### config.mk
export PLATFORM = sky130hd
export DESIGN_NAME = time_set_ctrl_flat
export DESIGN_NICKNAME = d
export VERILOG_FILES = /design/src/rtl/time_set_ctrl_if.sv /design/src/rtl/time_set_ctrl.sv /design/src/flat_wrapper.sv
export SDC_FILE = /design/constraint.sdc
export NUM_CORES = 1
export LEC_CHECK = 0
export CAP_MARGIN = 30
export CORE_MARGIN = 2
export CORE_UTILIZATION = 50
export DETAILED_ROUTE_END_ITERATION = 10
export PLACE_DENSITY = 0.83
export SLEW_MARGIN = 30
export SYNTH_ARGS = -nofsm -noshare
export SYNTH_HDL_FRONTEND = slang
export SYNTH_SLANG_ARGS = --single-unit
### constraint.sdc
create_clock -name clk -period 3.1 [get_ports clk]
set_input_delay 0.465 -clock clk [delete_from_list [all_inputs] [get_ports clk]]
set_output_delay 0.465 -clock clk [all_outputs]
set_load 0.01 [all_outputs]
### src/rtl/time_set_ctrl_if.sv
// rtl/time_set_ctrl_if.sv - counter-side bus of the time-set sequencer
interface time_set_ctrl_if;
  logic [4:0] q_hours;
  logic [5:0] q_minutes;
  logic [5:0] q_seconds;
  logic       load;
  logic [1:0] addrs;
  logic [5:0] data_in;
  logic       time_base_en;

  modport master (
    input  q_hours, q_minutes, q_seconds,
    output load, addrs, data_in, time_base_en
  );

  modport slave (
    output q_hours, q_minutes, q_seconds,
    input  load, addrs, data_in, time_base_en
  );
endinterface

### src/rtl/time_set_ctrl.sv
// rtl/time_set_ctrl.sv - button-driven time-set sequencer with shadow edit and sequential counter writes
module time_set_ctrl #(
  parameter int unsigned TIMEOUT_TICKS = 30
) (
  input  logic                  clk,
  input  logic                  reset,
  input  logic                  tc_time_base,
  input  logic                  btn_mode,
  input  logic                  btn_up,
  input  logic                  btn_down,
  time_set_ctrl_if.master       cnt,
  output logic                  set_active,
  output logic [1:0]            field_sel,
  output logic [5:0]            shadow_value
);

  typedef enum logic [2:0] {
    S_IDLE, S_EDIT_H, S_EDIT_M, S_EDIT_S, S_WR_S, S_WR_M, S_WR_H
  } state_e;

  localparam logic [5:0] TMO_LAST = 6'(TIMEOUT_TICKS - 1);

  state_e     state_q, state_d;
  logic [4:0] sh_h_q, sh_h_d;
  logic [5:0] sh_m_q, sh_m_d;
  logic [5:0] sh_s_q, sh_s_d;
  logic [5:0] tmo_q, tmo_d;

  logic       load_q, load_d;
  logic [1:0] addrs_q, addrs_d;
  logic [5:0] data_in_q, data_in_d;
  logic       time_base_en_q, time_base_en_d;
  logic       set_active_q, set_active_d;
  logic [1:0] field_sel_q, field_sel_d;
  logic [5:0] shadow_value_q, shadow_value_d;

  logic [5:0] fld, fld_max, fld_nxt;
  logic       any_btn;

  always_ff @(posedge clk) begin
    if (reset) begin
      state_q        <= S_IDLE;
      sh_h_q         <= 5'd0;
      sh_m_q         <= 6'd0;
      sh_s_q         <= 6'd0;
      tmo_q          <= 6'd0;
      load_q         <= 1'b0;
      addrs_q        <= 2'b00;
      data_in_q      <= 6'd0;
      time_base_en_q <= 1'b1;
      set_active_q   <= 1'b0;
      field_sel_q    <= 2'b11;
      shadow_value_q <= 6'd0;
    end else begin
      state_q        <= state_d;
      sh_h_q         <= sh_h_d;
      sh_m_q         <= sh_m_d;
      sh_s_q         <= sh_s_d;
      tmo_q          <= tmo_d;
      load_q         <= load_d;
      addrs_q        <= addrs_d;
      data_in_q      <= data_in_d;
      time_base_en_q <= time_base_en_d;
      set_active_q   <= set_active_d;
      field_sel_q    <= field_sel_d;
      shadow_value_q <= shadow_value_d;
    end
  end

  // Field arithmetic shared by the three edit states; out-of-range values snap to a legal bound.
  always_comb begin
    fld     = 6'd0;
    fld_max = 6'd59;
    case (state_q)
      S_EDIT_H: begin
        fld     = {1'b0, sh_h_q};
        fld_max = 6'd23;
      end
      S_EDIT_M: fld = sh_m_q;
      S_EDIT_S: fld = sh_s_q;
      default:  fld = 6'd0;
    endcase
    fld_nxt = fld;
    if (btn_up && !btn_down) begin
      fld_nxt = (fld >= fld_max) ? 6'd0 : fld + 6'd1;
    end else if (btn_down && !btn_up) begin
      fld_nxt = (fld == 6'd0 || fld > fld_max) ? fld_max : fld - 6'd1;
    end
  end

  assign any_btn = btn_mode | btn_up | btn_down;

  always_comb begin
    state_d = state_q;
    sh_h_d  = sh_h_q;
    sh_m_d  = sh_m_q;
    sh_s_d  = sh_s_q;
    tmo_d   = 6'd0;
    case (state_q)
      S_IDLE: begin
        if (btn_mode) begin
          sh_h_d  = cnt.q_hours;
          sh_m_d  = cnt.q_minutes;
          sh_s_d  = cnt.q_seconds;
          state_d = S_EDIT_H;
        end
      end
      S_EDIT_H, S_EDIT_M, S_EDIT_S: begin
        if (btn_mode) begin
          case (state_q)
            S_EDIT_H: state_d = S_EDIT_M;
            S_EDIT_M: state_d = S_EDIT_S;
            default:  state_d = S_WR_S;
          endcase
        end else begin
          case (state_q)
            S_EDIT_H: sh_h_d = fld_nxt[4:0];
            S_EDIT_M: sh_m_d = fld_nxt;
            default:  sh_s_d = fld_nxt;
          endcase
          if (!any_btn && tc_time_base) begin
            if (tmo_q == TMO_LAST) begin
              state_d = S_IDLE;
            end else begin
              tmo_d = tmo_q + 6'd1;
            end
          end else if (!any_btn) begin
            tmo_d = tmo_q;
          end
        end
      end
      S_WR_S:  state_d = S_WR_M;
      S_WR_M:  state_d = S_WR_H;
      S_WR_H:  state_d = S_IDLE;
      default: state_d = S_IDLE;
    endcase
  end

  // Outputs are decoded from the next state so the registered copies line up with state_q.
  always_comb begin
    load_d         = 1'b0;
    addrs_d        = 2'b00;
    data_in_d      = 6'd0;
    time_base_en_d = (state_d == S_IDLE);
    set_active_d   = (state_d != S_IDLE);
    field_sel_d    = 2'b11;
    shadow_value_d = 6'd0;
    case (state_d)
      S_EDIT_H: begin
        field_sel_d    = 2'b10;
        shadow_value_d = {1'b0, sh_h_d};
      end
      S_EDIT_M: begin
        field_sel_d    = 2'b01;
        shadow_value_d = sh_m_d;
      end
      S_EDIT_S: begin
        field_sel_d    = 2'b00;
        shadow_value_d = sh_s_d;
      end
      S_WR_S: begin
        load_d    = 1'b1;
        addrs_d   = 2'b00;
        data_in_d = sh_s_d;
      end
      S_WR_M: begin
        load_d    = 1'b1;
        addrs_d   = 2'b01;
        data_in_d = sh_m_d;
      end
      S_WR_H: begin
        load_d    = 1'b1;
        addrs_d   = 2'b10;
        data_in_d = {1'b0, sh_h_d};
      end
      default: begin
        load_d = 1'b0;
      end
    endcase
  end

  assign cnt.load         = load_q;
  assign cnt.addrs        = addrs_q;
  assign cnt.data_in      = data_in_q;
  assign cnt.time_base_en = time_base_en_q;
  assign set_active       = set_active_q;
  assign field_sel        = field_sel_q;
  assign shadow_value     = shadow_value_q;

endmodule

### src/flat_wrapper.sv
// flat-port wrapper written by rule: the top's interface ports become plain ports
module time_set_ctrl_flat 
#(
  parameter int unsigned TIMEOUT_TICKS = 30
)
  (clk, reset, tc_time_base, btn_mode, btn_up, btn_down, set_active, field_sel, shadow_value, cnt_q_hours, cnt_q_minutes, cnt_q_seconds, cnt_load, cnt_addrs, cnt_data_in, cnt_time_base_en);
  time_set_ctrl_if cnt_i ();
  input  logic clk;
  input  logic reset;
  input  logic tc_time_base;
  input  logic btn_mode;
  input  logic btn_up;
  input  logic btn_down;
  output logic set_active;
  output logic [1:0] field_sel;
  output logic [5:0] shadow_value;
  input wire logic [$bits(cnt_i.q_hours)-1:0] cnt_q_hours;
  input wire logic [$bits(cnt_i.q_minutes)-1:0] cnt_q_minutes;
  input wire logic [$bits(cnt_i.q_seconds)-1:0] cnt_q_seconds;
  output wire logic [$bits(cnt_i.load)-1:0] cnt_load;
  output wire logic [$bits(cnt_i.addrs)-1:0] cnt_addrs;
  output wire logic [$bits(cnt_i.data_in)-1:0] cnt_data_in;
  output wire logic [$bits(cnt_i.time_base_en)-1:0] cnt_time_base_en;
  assign cnt_i.q_hours = cnt_q_hours;
  assign cnt_i.q_minutes = cnt_q_minutes;
  assign cnt_i.q_seconds = cnt_q_seconds;
  assign cnt_load = cnt_i.load;
  assign cnt_addrs = cnt_i.addrs;
  assign cnt_data_in = cnt_i.data_in;
  assign cnt_time_base_en = cnt_i.time_base_en;
  time_set_ctrl #(.TIMEOUT_TICKS(TIMEOUT_TICKS)) u_core (.clk(clk), .reset(reset), .tc_time_base(tc_time_base), .btn_mode(btn_mode), .btn_up(btn_up), .btn_down(btn_down), .cnt(cnt_i), .set_active(set_active), .field_sel(field_sel), .shadow_value(shadow_value));
endmodule
==> results of run 1 <==
==> cells in the mapped netlist, drive strengths merged (2+ instances only) <==
library cell,n,area share (%)
o22a,3,0.93
o21ai,23,3.9
or3,5,1.1
a22oi,3,1.2
nor2,54,6.8
dfxtp,45,30
o31a,2,0.59
o21bai,2,0.51
a32oi,2,0.59
nor3b,2,0.89
o211a,3,1.0
a21o,3,0.76
buf,11,2.8
a31oi,7,1.5
o21a,4,1.0
nand3,14,2.9
or2,4,0.93
ha,7,3.0
o221ai,4,1.4
nor3,7,1.2
and2,3,0.68
nor4,3,0.63
a211o,2,0.59
nand2,24,3.1
a211oi,10,4.1
and3b,2,0.59
mux2i,13,4.5
inv,14,1.8
mux2,3,1.1
and3,4,0.85
nand2b,8,1.7
a2bb2oi,2,0.59
o22ai,10,2.1
clkbuf,10,1.3
a21oi,41,7.1
nor2b,8,1.7
==> cells by family (layout without fill, tap and decap cells) <==
kind of cell             after synthesis  count (layout)
AO/OA/AOI/OAI                        127             127
XOR/XNOR                               1               1
adder cells (fa/ha/maj)                7               7
buffers and inverters                 35              94
flip-flops                            45              45
multiplexers                          17              17
AND/OR/NAND/NOR                      142             142
==> metrics by stage <==
step / TNS, ps / instances / util (%)
floorplan: 0 / 374 / -
global placement: 0 / 501 / 61.6
detailed placement: 0 / 501 / 61.6
CTS: 0 / 508 / 63.4
global route: -53.5 / 508 / 64.2
finish: 0 / 508 / 64.2
==> critical path, stage by stage (launching register included) <==
cell and delay [ps]:
dfxtp_1 380, buf_6 190, mux2_2 350, nand2_2 110, inv_2 50, ha_1 300
a31o_2 330, buf_4 170, o31a_1 270, a211oi_4 370, o22ai_2 170, a211oi_2 220
==> path summary, 6_finish.rpt <==
| check | endpoint | slack (ps) | cells after the start |
|---|---|---|---|
| max reg2reg | u_core.sh_m_q[0] | 100 | 11 |
| max | u_core.sh_m_q[0] | 100 | 11 |
| min | u_core.tmo_q[4] | 500 | 2 |
| min reg2reg | u_core.tmo_q[4] | 500 | 2 |
==> layout by cell type, fill, tap and decap left out, types with 3 or more instances in the layout <==
cell / count
or2_2: 3
a211oi_4: 3
nand3_1: 11
mux2i_1: 10
nand2b_1: 8
o221ai_1: 3
or3_1: 5
mux2_2: 3
a211oi_1: 3
nor2b_1: 8
clkdlybuf4s50_1: 41
ha_1: 7
clkbuf_8: 5
o21ai_0: 21
o22ai_1: 9
mux2i_2: 3
nand3_2: 3
and3_1: 4
inv_1: 12
a31oi_1: 7
a21o_1: 3
nand2_1: 23
a21oi_1: 39
nor4_1: 3
buf_4: 30
o21a_1: 4
a211oi_2: 4
o211a_1: 3
dfxtp_1: 44
nor3_1: 7
nor2_1: 54
==> per-layer routing <==
metal / wire length (um) / vias up
met3: 683 / 42
met4: 388 / 0
met5: 0 / -
met2: 4320 / 173
met1: 3870 / 1487
li1: - / 1480
==> power groups by stage <==
stage          clock (W)  combinational [W]  sequential [W]
2_1_floorplan          0           0.000273        0.000652
3_3_place_gp           0           0.000420        0.000656
3_5_place_dp           0           0.000423        0.000656
4_1_cts         0.000445           0.000427        0.000642
5_1_grt         0.000462           0.000482        0.000648
6_report        0.000439           0.000447        0.000646
==> state kept, by name, indices dropped and copies added, names as in the netlist <==
| signal | cells |
|---|---|
| u_core.tmo_q | 6 |
| u_core.shadow_value | 6 |
| u_core.field_sel | 2 |
| u_core.cnt.time_base_en | 1 |
| u_core.sh_m_q | 6 |
| u_core.cnt.load | 1 |
| u_core.cnt.addrs | 2 |
| u_core.set_active | 1 |
| u_core.state_q | 3 |
| u_core.cnt.data_in | 6 |
| u_core.sh_h_q | 5 |
| u_core.sh_s_q | 6 |
==> final cells by class <==
type                    count  area [um^2]
inverters                  14         52.6
well taps                  75         93.8
clock buffers               5         68.8
repair buffers             73          658
fillers                   510         2080
multi-input cells         294         1920
clock inverters             2         35.0
flip-flops and latches     45          902
==> results.cfg, run 1 <==
[status]
outcome = finished, final reports clean

[place]
gp_congestion = 0.974
hpwlAfterDp_mm = 6.97
port_buffers = 41
dpl-instance-area_um2 = 3580
pre_cts_slack_ps = 35.1

[grt]
busiest_layer = met2
grt_use_met3_pct = 5.89
gr-usage-met2_pct = 44.7
antenna_found_initial = 0
grt_overflow = 0
grtUsageTotal_pct = 28.6
grt_max_degree = 20
met1_usage_pct = 37.3
grt_pass1_wl_mm = 14.3
grt_pass1_vias = 2938

[synthesis]
netlist_area_um2 = 2960
synth_edf_count = 0
ys.warnings.count = 0
synth_top_flop_cell = dfxtp_1
synth_adder_area_share_pct = 2.96
async_flop_share_pct = 0
synth-seq-area-share_pct = 30.4
synth_compound_area_share_pct = 29.8
synthCells = 374
synth_top_family_by_area = compound AO/OA/AOI/OAI gates
ys_seq_elements = 45
syn_area_per_cell_um2 = 7.91
ys_types = 66
synth-xor-area-share_pct = 0.296
synthMuxAreaShare_pct = 6.43
syn-num-nets = 404
synth-simple-area-share_pct = 24.2

[cts]
cts_hold_buf = 0
worstSkewPairLatency_ps = 310
numClockSinks = 45
cts-root-buf = clkbuf_8
h-tree-depth = 2
numCtsBuffers = 5
clk_path_buf_depth = 2
cts.reportedPaths.clkPinSlew_ps = 80
post_cts_resized = 0
cts_tree = done
cts_setup_buffers = 0

[floorplan]
die_h_um = 80.9
die_area_um2 = 6550
pin_count = 42
rows = 28
coreArea_um2 = 5820
start_util_pct = 50.9
die_x_um = 80.9

[detailed_routing]
wire_per_inst_um = 18.2
drt_wl_total_mm = 9.26
via_count = 3182
drt_iter0_markers = 356
drc_errors = 0
ant_nets = 0
vias_per_cell = 6.26
dr.pass1.iters = 5

[cells_and_area]
drive_gt1_share_pct = 17.8
nets = 463
diodes = 0
fin_area_um2 = 3730
syn2layout_area_growth_pct = 26.1

[power_and_ir_drop]
power.density_nw_per_um2 = 411
power.internal_w = 0.00105
switching_share_pct = 31.4
finalPower_w = 0.00153
power_frac_seq_pct = 42.1
leakage_nw = 1.45
power_frac_clock_pct = 28.7
comb_power_share_pct = 29.2
ir_drop_mv = 0.366
switching_power_w = 0.000481

[timing]
whs_ps = 503
max-slew-margin-rel_pct = 41.1
timing.fmax_mhz = 333
finalMaxSlewViolations = 0
period_share_pct = 96.9
tightest_slew_ps = 876
setup_viol_count_final = 0
clock_skew_ps = 4.65
min_period_ps = 3000
fin_ws_ps = 95.8
hold_viol_final = 0

[critical_path]
worstPathRequired_ps = 3330
path_class = flop to flop
startpoint_type = flop
cp.arrival_ps = 3240
worst-path-max-fanout = 16
r2r_start = u_core.state_q[0]
end_kind = flop
critPathLaunch = u_core.state_q[0]

[hold_path]
worstHoldStart = u_core.tmo_q[4]
hp-class = flop to flop

[job]
cap_violations = 0
(Power assumes the default switching activity.)
==> run 2: changes to the inputs <==
Settings changed: TNS_END_PERCENT set to 100.
==> results of run 2 <==
Same layout as run 1: the final DEF is identical, and so are final timing and power.
